## config.mk

```make
export PLATFORM = sky130hd
export DESIGN_NAME = seg7_scan_driver
export DESIGN_NICKNAME = d
export VERILOG_FILES = /design/src/rtl/seg7_pkg.sv /design/src/rtl/seg7_decode.sv /design/src/rtl/seg7_scan_driver.sv
export SDC_FILE = /design/constraint.sdc
export NUM_CORES = 1
export LEC_CHECK = 0
export CORE_AREA = 2 2 171 89
export CTS_CLUSTER_SIZE = 24
export DETAILED_ROUTE_END_ITERATION = 12
export DIE_AREA = 0 0 173 91
export PLACE_DENSITY = 0.52
export RECOVER_POWER = 100
export SYNTH_ARGS = -nofsm -noshare
export SYNTH_HDL_FRONTEND = slang
export SYNTH_HIERARCHICAL = 1
export SYNTH_SLANG_ARGS = --single-unit
```

## constraint.sdc

```tcl
create_clock -name clk -period 3.2 [get_ports clk]
set_input_delay 0.32 -clock clk [delete_from_list [all_inputs] [get_ports clk]]
set_output_delay 0.32 -clock clk [all_outputs]
set_load 0.1 [all_outputs]
```

## src/rtl/seg7_pkg.sv

```systemverilog
// Shared constants and hex glyph table for the seven-segment scan driver.
package seg7_pkg;

  localparam int unsigned NUM_DIGITS = 8;
  localparam int unsigned DIGIT_W    = 3;
  localparam int unsigned NIB_W      = 4;
  localparam int unsigned DATA_W     = 32;
  localparam int unsigned GLYPH_W    = 7;
  localparam int unsigned OUT_W      = 8;

  // Active-high glyphs, bit 0 = segment a ... bit 6 = segment g; index 0 is the rightmost entry
  localparam logic [15:0][GLYPH_W-1:0] GLYPHS = {
    7'h71, 7'h79, 7'h5E, 7'h39, 7'h7C, 7'h77, 7'h6F, 7'h7F,
    7'h07, 7'h7D, 7'h6D, 7'h66, 7'h4F, 7'h5B, 7'h06, 7'h3F
  };

  function automatic logic [GLYPH_W-1:0] hex_to_seg(input logic [NIB_W-1:0] nibble);
    return GLYPHS[nibble];
  endfunction

endpackage

```

## src/rtl/seg7_decode.sv

```systemverilog
// Nibble to active-high a..g pattern, forced dark when blanked.
module seg7_decode
  import seg7_pkg::*;
(
  input  logic [NIB_W-1:0]   nibble,
  input  logic               blank,
  output logic [GLYPH_W-1:0] pattern_c
);

  assign pattern_c = blank ? '0 : hex_to_seg(nibble);

endmodule

```

## src/rtl/seg7_scan_driver.sv

```systemverilog
// Time-multiplexed 8-digit hex display driver; new values commit only at frame boundaries
// so a single scan frame never mixes digits from two values.
module seg7_scan_driver
  import seg7_pkg::*;
#(
  parameter int unsigned SCAN_DIV   = 100000,
  parameter bit          ACTIVE_LOW = 1'b1,
  parameter bit          BLANK_LZ   = 1'b0
) (
  input  logic              clk,
  input  logic              rst,
  input  logic              load,
  input  logic [DATA_W-1:0] din,
  output logic [OUT_W-1:0]  an,
  output logic [OUT_W-1:0]  seg,
  output logic              frame_start
);

  localparam int unsigned       CNT_W    = (SCAN_DIV > 1) ? $clog2(SCAN_DIV) : 1;
  localparam logic [CNT_W-1:0]  CNT_LAST = CNT_W'(SCAN_DIV - 1);
  localparam logic [DIGIT_W-1:0] LAST_DIGIT = DIGIT_W'(NUM_DIGITS - 1);
  // XOR mask that turns active-high internal values into pin polarity
  localparam logic [OUT_W-1:0]  POL_MASK = ACTIVE_LOW ? 8'hFF : 8'h00;

  logic [CNT_W-1:0]   div_cnt, div_nxt;
  logic [DIGIT_W-1:0] digit, digit_nxt;
  logic [DATA_W-1:0]  disp_val, disp_nxt;
  logic [DATA_W-1:0]  pend_val, pend_val_nxt;
  logic               pend, pend_nxt;
  logic               wrap, boundary;

  logic [DATA_W-1:0]  shifted;
  logic [NIB_W-1:0]   nibble;
  logic               blank;
  logic [GLYPH_W-1:0] pattern_c;
  logic [OUT_W-1:0]   an_sel;

  // Divider, digit counter and pending/commit next-state
  always_comb begin
    wrap         = (div_cnt == CNT_LAST);
    div_nxt      = wrap ? '0 : div_cnt + CNT_W'(1);
    digit_nxt    = wrap ? digit + DIGIT_W'(1) : digit;
    boundary     = wrap && (digit == LAST_DIGIT);
    disp_nxt     = disp_val;
    pend_val_nxt = pend_val;
    pend_nxt     = pend;
    if (boundary) begin
      if (load) begin
        disp_nxt = din;
      end else if (pend) begin
        disp_nxt = pend_val;
      end
      pend_nxt = 1'b0;
    end else if (load) begin
      pend_val_nxt = din;
      pend_nxt     = 1'b1;
    end
  end

  // Outputs are built from next-state so they change on the same edge as digit/disp_val
  always_comb begin
    shifted = disp_nxt >> {digit_nxt, 2'b00};
    nibble  = shifted[NIB_W-1:0];
    blank   = BLANK_LZ && (digit_nxt != '0) && (shifted == '0);
    an_sel  = OUT_W'(1) << digit_nxt;
  end

  seg7_decode u_decode (
    .nibble    (nibble),
    .blank     (blank),
    .pattern_c (pattern_c)
  );

  always_ff @(posedge clk or posedge rst) begin
    if (rst) begin
      div_cnt     <= '0;
      digit       <= '0;
      disp_val    <= '0;
      pend_val    <= '0;
      pend        <= 1'b0;
      an          <= POL_MASK;
      seg         <= POL_MASK;
      frame_start <= 1'b0;
    end else begin
      div_cnt     <= div_nxt;
      digit       <= digit_nxt;
      disp_val    <= disp_nxt;
      pend_val    <= pend_val_nxt;
      pend        <= pend_nxt;
      an          <= an_sel ^ POL_MASK;
      seg         <= {1'b0, pattern_c} ^ POL_MASK;
      frame_start <= boundary;
    end
  end

endmodule
```

Word-level counts from Yosys, hierarchy flattened
Memory sizes are Yosys's and may differ from the RTL's.
Cells that the tools add are included.
{"block": "word_totals", "regBits": 102, "latchBits": 0, "ram_bits": 0, "romBits": 112, "in_bits": 35, "elab_cells": 30, "n_memories": 1}
{"memory": "(no name shown)", "words": 16, "width": 7, "rd": 1, "rd_clocked_by_memory_dff": 0, "write_ports": 0, "line": "seg7_pkg.sv:18", "rtl": "return GLYPHS[nibble];"}
{"block": "op_classes", "addsub": 2, "mul": 0, "div_mod_pow": 0, "order_cmp": 1, "n_eq_ne": 2, "shift": 2, "mux": 8, "bitwise_logic": 3, "reduce_logical": 3}
{"cell": "$mux W32", "count": 3}
{"cell": "$shr A32 B5 Y4", "count": 1}
{"cell": "$add A17 B1 Y17 const B", "count": 1}
{"cell": "$eq A17 B17 Y1 const B", "count": 1}
{"cell": "$mux W17", "count": 1}
{"cell": "$not A7 Y8", "count": 1}
{"cell": "$not A8 Y8", "count": 1}
{"cell": "$shl A1 B3 Y8 const A", "count": 1}
{"cell": "$mux W7", "count": 1}
{"cell": "$lt A4 B5 Y1 const B", "count": 1}
{"cell": "$add A3 B1 Y3 const B", "count": 1}
{"cell": "$eq A3 B3 Y1 const B", "count": 1}
{"cell": "$mux W3", "count": 1}
{"cell": "$mux W1", "count": 2}
{"cell": "$reduce_and A2 Y1", "count": 1}
{"cell": "$reduce_bool A2 Y1", "count": 1}
{"cell": "$logic_and A1 B1 Y1", "count": 1}
{"cell": "$not A1 Y1", "count": 1}

Longest topological paths before layout
{"block": "logic_depth", "depth_word": 7, "depth_mapped": 17}

By module
The synthesis kept the hierarchy.
{"module": "seg7_scan_driver", "instances": 1, "cells_per_inst": 393, "area_per_inst_um2": 4645.7, "seq_area_each_um2": 2546.2}
{"module": "seg7_decode", "instances": 1, "cells_per_inst": 33, "area_per_inst_um2": 269.0, "seq_area_each_um2": 0.0}

Least setup slack after synthesis
Ideal clock, no wire load.
{"block": "synth_timing", "kind": "register to register", "start": "reg div_cnt[0]", "end": "reg seg[3]", "arrival_ns": 3.341, "t_required_ns": 3.125, "slack_ns": -0.216, "path_stages_with_launch": 16, "period_less_slack_ns": 3.416, "cell_sequence": "dfrtp_1 -> ha_1 -> and4_1 -> and4_1 -> buf_4 -> buf_6 -> mux2i_1 -> clkbuf_1 -> nor2_1 -> o21ai_0 -> inv_1 -> ha_1 -> inv_1 -> mux4_1 -> nor2_1 -> inv_1"}
{"block": "synth_between", "elab_chain_len": 7}
{"item": "start, declared", "line": "seg7_scan_driver.sv:25", "rtl": "logic [CNT_W-1:0] div_cnt, div_nxt;"}
{"item": "start signal, assigned", "line": "seg7_scan_driver.sv:85", "rtl": "div_cnt <= div_nxt;"}
{"item": "$eq A17 B17 Y1 *", "line": "seg7_scan_driver.sv:40", "rtl": "wrap = (div_cnt == CNT_LAST);"}
{"item": "$logic_and A1 B1 Y1", "line": "seg7_scan_driver.sv:43", "rtl": "boundary = wrap && (digit == LAST_DIGIT);"}
{"item": "$mux W32", "line": "seg7_scan_driver.sv:47", "rtl": "if (boundary) begin"}
{"item": "$shr A32 B5 Y4 *", "line": "seg7_scan_driver.sv:62", "rtl": "shifted = disp_nxt >> {digit_nxt, 2'b00};"}
{"item": "net shifted[0]", "line": "seg7_scan_driver.sv:32", "rtl": "logic [DATA_W-1:0] shifted;"}
{"item": "$mem_v2 Z16 W7 *"}
{"item": "$mux W7 (not written as such) *", "line": "seg7_pkg.sv:18"}
{"item": "net pattern_c[3]", "line": "seg7_scan_driver.sv:35", "rtl": "logic [GLYPH_W-1:0] pattern_c;"}
{"item": "$not A7 Y8 (no line) *"}
{"item": "end signal, assigned", "line": "seg7_scan_driver.sv:91", "rtl": "seg <= {1'b0, pattern_c} ^ POL_MASK;"}
{"item": "end, declared", "line": "seg7_scan_driver.sv:15", "rtl": "output logic [OUT_W-1:0] seg,"}
Mark *: on every way through the listed nets, which the timed path passes. The rest lies on a longest branch. The select of a mux whose other input is x is not followed.
A chain may end at the register's enable or synchronous reset.

Worst setup path in the final report
{"block": "layout_timing", "start": "reg div_cnt[13]", "end": "reg seg[3]"}
{"item": "$eq A17 B17 Y1", "line": "seg7_scan_driver.sv:40"}
{"item": "$mux W3", "line": "seg7_scan_driver.sv:42", "rtl": "digit_nxt = wrap ? digit + DIGIT_W'(1) : digit;"}
{"item": "net digit_nxt[1]", "line": "seg7_scan_driver.sv:26", "rtl": "logic [DIGIT_W-1:0] digit, digit_nxt;"}
{"item": "$shr A32 B5 Y4", "line": "seg7_scan_driver.sv:62"}
{"item": "net shifted[3]", "line": "seg7_scan_driver.sv:32"}
{"item": "$mem_v2 Z16 W7"}
{"item": "$mux W7 (not written as such)", "line": "seg7_pkg.sv:18"}
{"item": "net pattern_c[3]", "line": "seg7_scan_driver.sv:35"}
{"item": "$not A7 Y8 (no line)"}
The timed path passes the listed nets, and every way through them passes these cells. The select of a mux whose other input is x is not followed.

==> flow_summary_export.csv <==
group,metric,value,unit
detailed_routing,wl,14.4,mm
finish,fin_nets,626,
critical_path,startpoint,"div_cnt[13]",
synth,synth_seq_cells,101,
global_route,grt_pass1_vias,4095,
synth,yosysUniqueCellTypes,64,
sta,final.setup.worst_slack,-0.0711,ns
place,dp.cells,750,
power,power_leakage,3.09,nW
sta,setup_tns,-0.120,ns
finish,layout-drive-gt1-share,40.2,%
sta,finClkSkew,0.00560,ns
synth,ys.warnings.count,6,
critical_path,worstRegToRegCells,14,
floorplanning,die_w,173,µm
sta,hold_slack,0.498,ns
sta,slew_headroom,-17.1,%
place,io_buffers,50,
cts,cts_tree,"yes",
detailed_routing,vias,4104,
hold_path,hp-class,"flip-flop to flip-flop",
synth,synth_edf_count,0,
floorplanning,fp.dieArea,15700,µm²
detailed_routing,vias_per_cell,5.23,
critical_path,path_cells,"nor4b_4 > buf_4 > and4_4 > mux2_4 > nor2_4 > buf_4 > buf_4 > buf_4 > a22o_1 > o31a_1 > buf_4 > mux4_2 > nor2_1 > inv_1",
global_route,overflow,0,
detailed_routing,post-route-drc-count,0,
floorplanning,start_util,34.6,%
cts,clockRootBuffer,"clkbuf_16",
synth,async_flop_share,100,%
power,powerDensity,387,nW/µm²
global_route,grt_max_degree,36,
floorplanning,coreArea,14200,µm²
floorplanning,die_h,91,µm
detailed_routing,antenna_left,0,
floorplanning,ioPinCount,52,
cts,ctsHoldBuffers,0,
synth,postSynthCellCount,426,
global_route,grt_antenna_before_repair,0,
synth,netlist_area,4910,µm²
finish,fin_cells,785,
cts,cts_max_path_buffers,2,
critical_path,start_kind,"flip-flop",
cts,numCtsBuffers,9,
sta,layout_min_cycle_time,3.27,ns
critical_path,arrival,3.55,ns
power,total_power,2.70,mW
finish,num_antenna_cells,0,
global_route,grt_usage,18.8,%
critical_path,rr_startpoint,"div_cnt[13]",
critical_path,path_max_fanout,6,
cts,clk_pin_slew,0.07,ns
synth,seq_area_frac_synth,51.8,%
cts,cts.sinks,101,
sta,fmax,0.306,GHz
run,maxCapViolCount,1,
outcome,violations,"capacitance limit, slew limit, setup timing",
sta,rsz0062_at_grt,"true",
sta,hold_viol_final,0,
floorplanning,rows,31,
critical_path,reg2reg_slack,-0.07,ns
detailed_routing,drtIter0Drc,265,
critical_path,worstPathRequired,3.48,ns
detailed_routing,wl_per_cell,18.3,µm
sta,slew_violations,36,
sta,final.period_utilization,102,%
finish,area_growth,41.5,%
finish,utilization,49.0,%
critical_path,crit_path_end,"seg[3]",
critical_path,path_class,"flip-flop to flip-flop",
critical_path,crit_top_cell,"buf_4",
critical_path,r2r-end,"seg[3]",
finish,layout_common_cells,"94 x buf_4, 86 x dfrtp_1, 36 x clkdlybuf4s50_1",
critical_path,cpMaxStageDelayCell,"mux4_2",
power,irDropWorstVdd,0.212,mV
global_route,grt_pass1_wl,23.0,mm
finish,fillerInstances,1332,
sta,worstMarginPinSlew,1.75,ns
detailed_routing,firstDrtPassIters,5,
outcome,status,"finished, violations left",
synth,synth_flop_cell,"dfrtp_1",
finish,seqCellArea,2550,µm²
place,gp_congestion,0.850,
cts,clkLatencyLatePin,0.35,ns
cts,htreeDepth,3,
synth,syn_area_per_cell,11.5,µm²
sta,setup_viol_count_final,4,
finish,mostFrequentLayoutCell,"buf_4",
finish,multi_input_area,2440,µm²
critical_path,slowest_delay,0.49,ns
place,dp.final_hpwl,10.6,mm
critical_path,cp-end-kind,"flip-flop",
-- worst max-delay path, delay by kind of cell, from the launching register on --
kind,cells,cell delay (ns)
flops,1,0.41
simple gates,4,0.82
compound gates,2,0.43
buf+inv,6,0.70
mux,2,0.84
-- worst min-delay path by stage --
stage	cells after the start	slack [ns]	endpoint	startpoint
2_1_floorplan	1	0.45	div_cnt[4]	div_cnt[4]
4_1_cts	2	0.37	div_cnt[8]	rst
5_1_grt	1	0.51	pend_val[12]	pend_val[12]
3_3_place_gp	1	0.48	pend_val[12]	pend_val[12]
3_5_place_dp	1	0.49	pend_val[12]	pend_val[12]
6_report	1	0.50	pend_val[12]	pend_val[12]
-- final cells by class --
class,instances,area share (%)
Multi-Input combinational cell,286,35.1
Clock inverter,5,0.827
Tap cell,198,3.56
Timing Repair Buffer,166,19.3
Sequential cell,101,36.6
Clock buffer,11,3.65
Inverter,18,0.989
-- power by group --
group          total (mW)  switching (mW)  internal, mW
clock network        1.13           0.481         0.653
logic               0.213           0.118        0.0951
registers            1.35          0.0233          1.32
-- through the flow --
step	setup slack, ns	cell area (µm²)
after global routing	-0.236	6960
after CTS	-0.0595	6850
after detailed placement	-0.316	6270
after floorplan	0.00347	4970
final	-0.0711	6960
after global placement	-0.191	6270
-- registers in the layout, indices dropped and copies added, names as in the netlist --
register	count
div_cnt	17
disp_val	32
an	8
frame_start	1
seg	7
pend_val	32
pend	1
digit	3
-- synth_stat cells, drive strengths merged, types with 3 or more instances --
cell	number	area share, %
dfrtp	86	44
nor2	24	1.9
and3	4	0.51
dfstp	15	8.0
nand2b	4	0.51
nor3b	3	0.46
a22o	5	0.89
a32oi	11	2.0
a32o	10	2.0
buf	18	2.5
a31oi	3	0.38
ha	9	2.3
o22ai	10	1.3
a221oi	4	0.71
mux2	34	7.8
o21ai	7	0.71
nand3	10	1.2
xnor2	6	1.1
and4	3	0.59
o22a	3	0.53
nor2b	3	0.38
nand2	29	2.2
inv	17	1.3
xor2	9	1.6
nor3	3	0.31
and2	13	1.7
mux2i	4	0.81
a221o	9	1.8
a21oi	10	1.0
a22oi	17	2.6
clkbuf	9	0.69
-- logic make-up (layout without fill, tap and decap cells) --
kind of cell | count (synthesis) | count (layout) | share of synthesized area, %
mux | 39 | 39 | 9.14
fa+ha+maj | 9 | 9 | 2.29
flops | 101 | 101 | 51.8
compound gates | 106 | 106 | 17.2
simple gates | 109 | 109 | 12.1
buf+inv | 45 | 200 | 4.61
other cells | 2 | 8 | 0.153
xor+xnor | 15 | 15 | 2.67
-- routing by layer --
layer / vias up / wire length, µm / global-route usage, %
met5: - / 0 / 0
li1: 1889 / - / -
met1: 2081 / 7560 / 29.4
met2: 118 / 6040 / 26.4
met3: 16 / 648 / 3.85
met4: 0 / 160 / 4.10
-- repair_timing --
item	CTS	global route
resized for setup	37	31
pin swaps	27	29
buffers inserted	16	4
setup endpoints to repair	7	7
No activity file was read; power rests on OpenSTA's default activity.
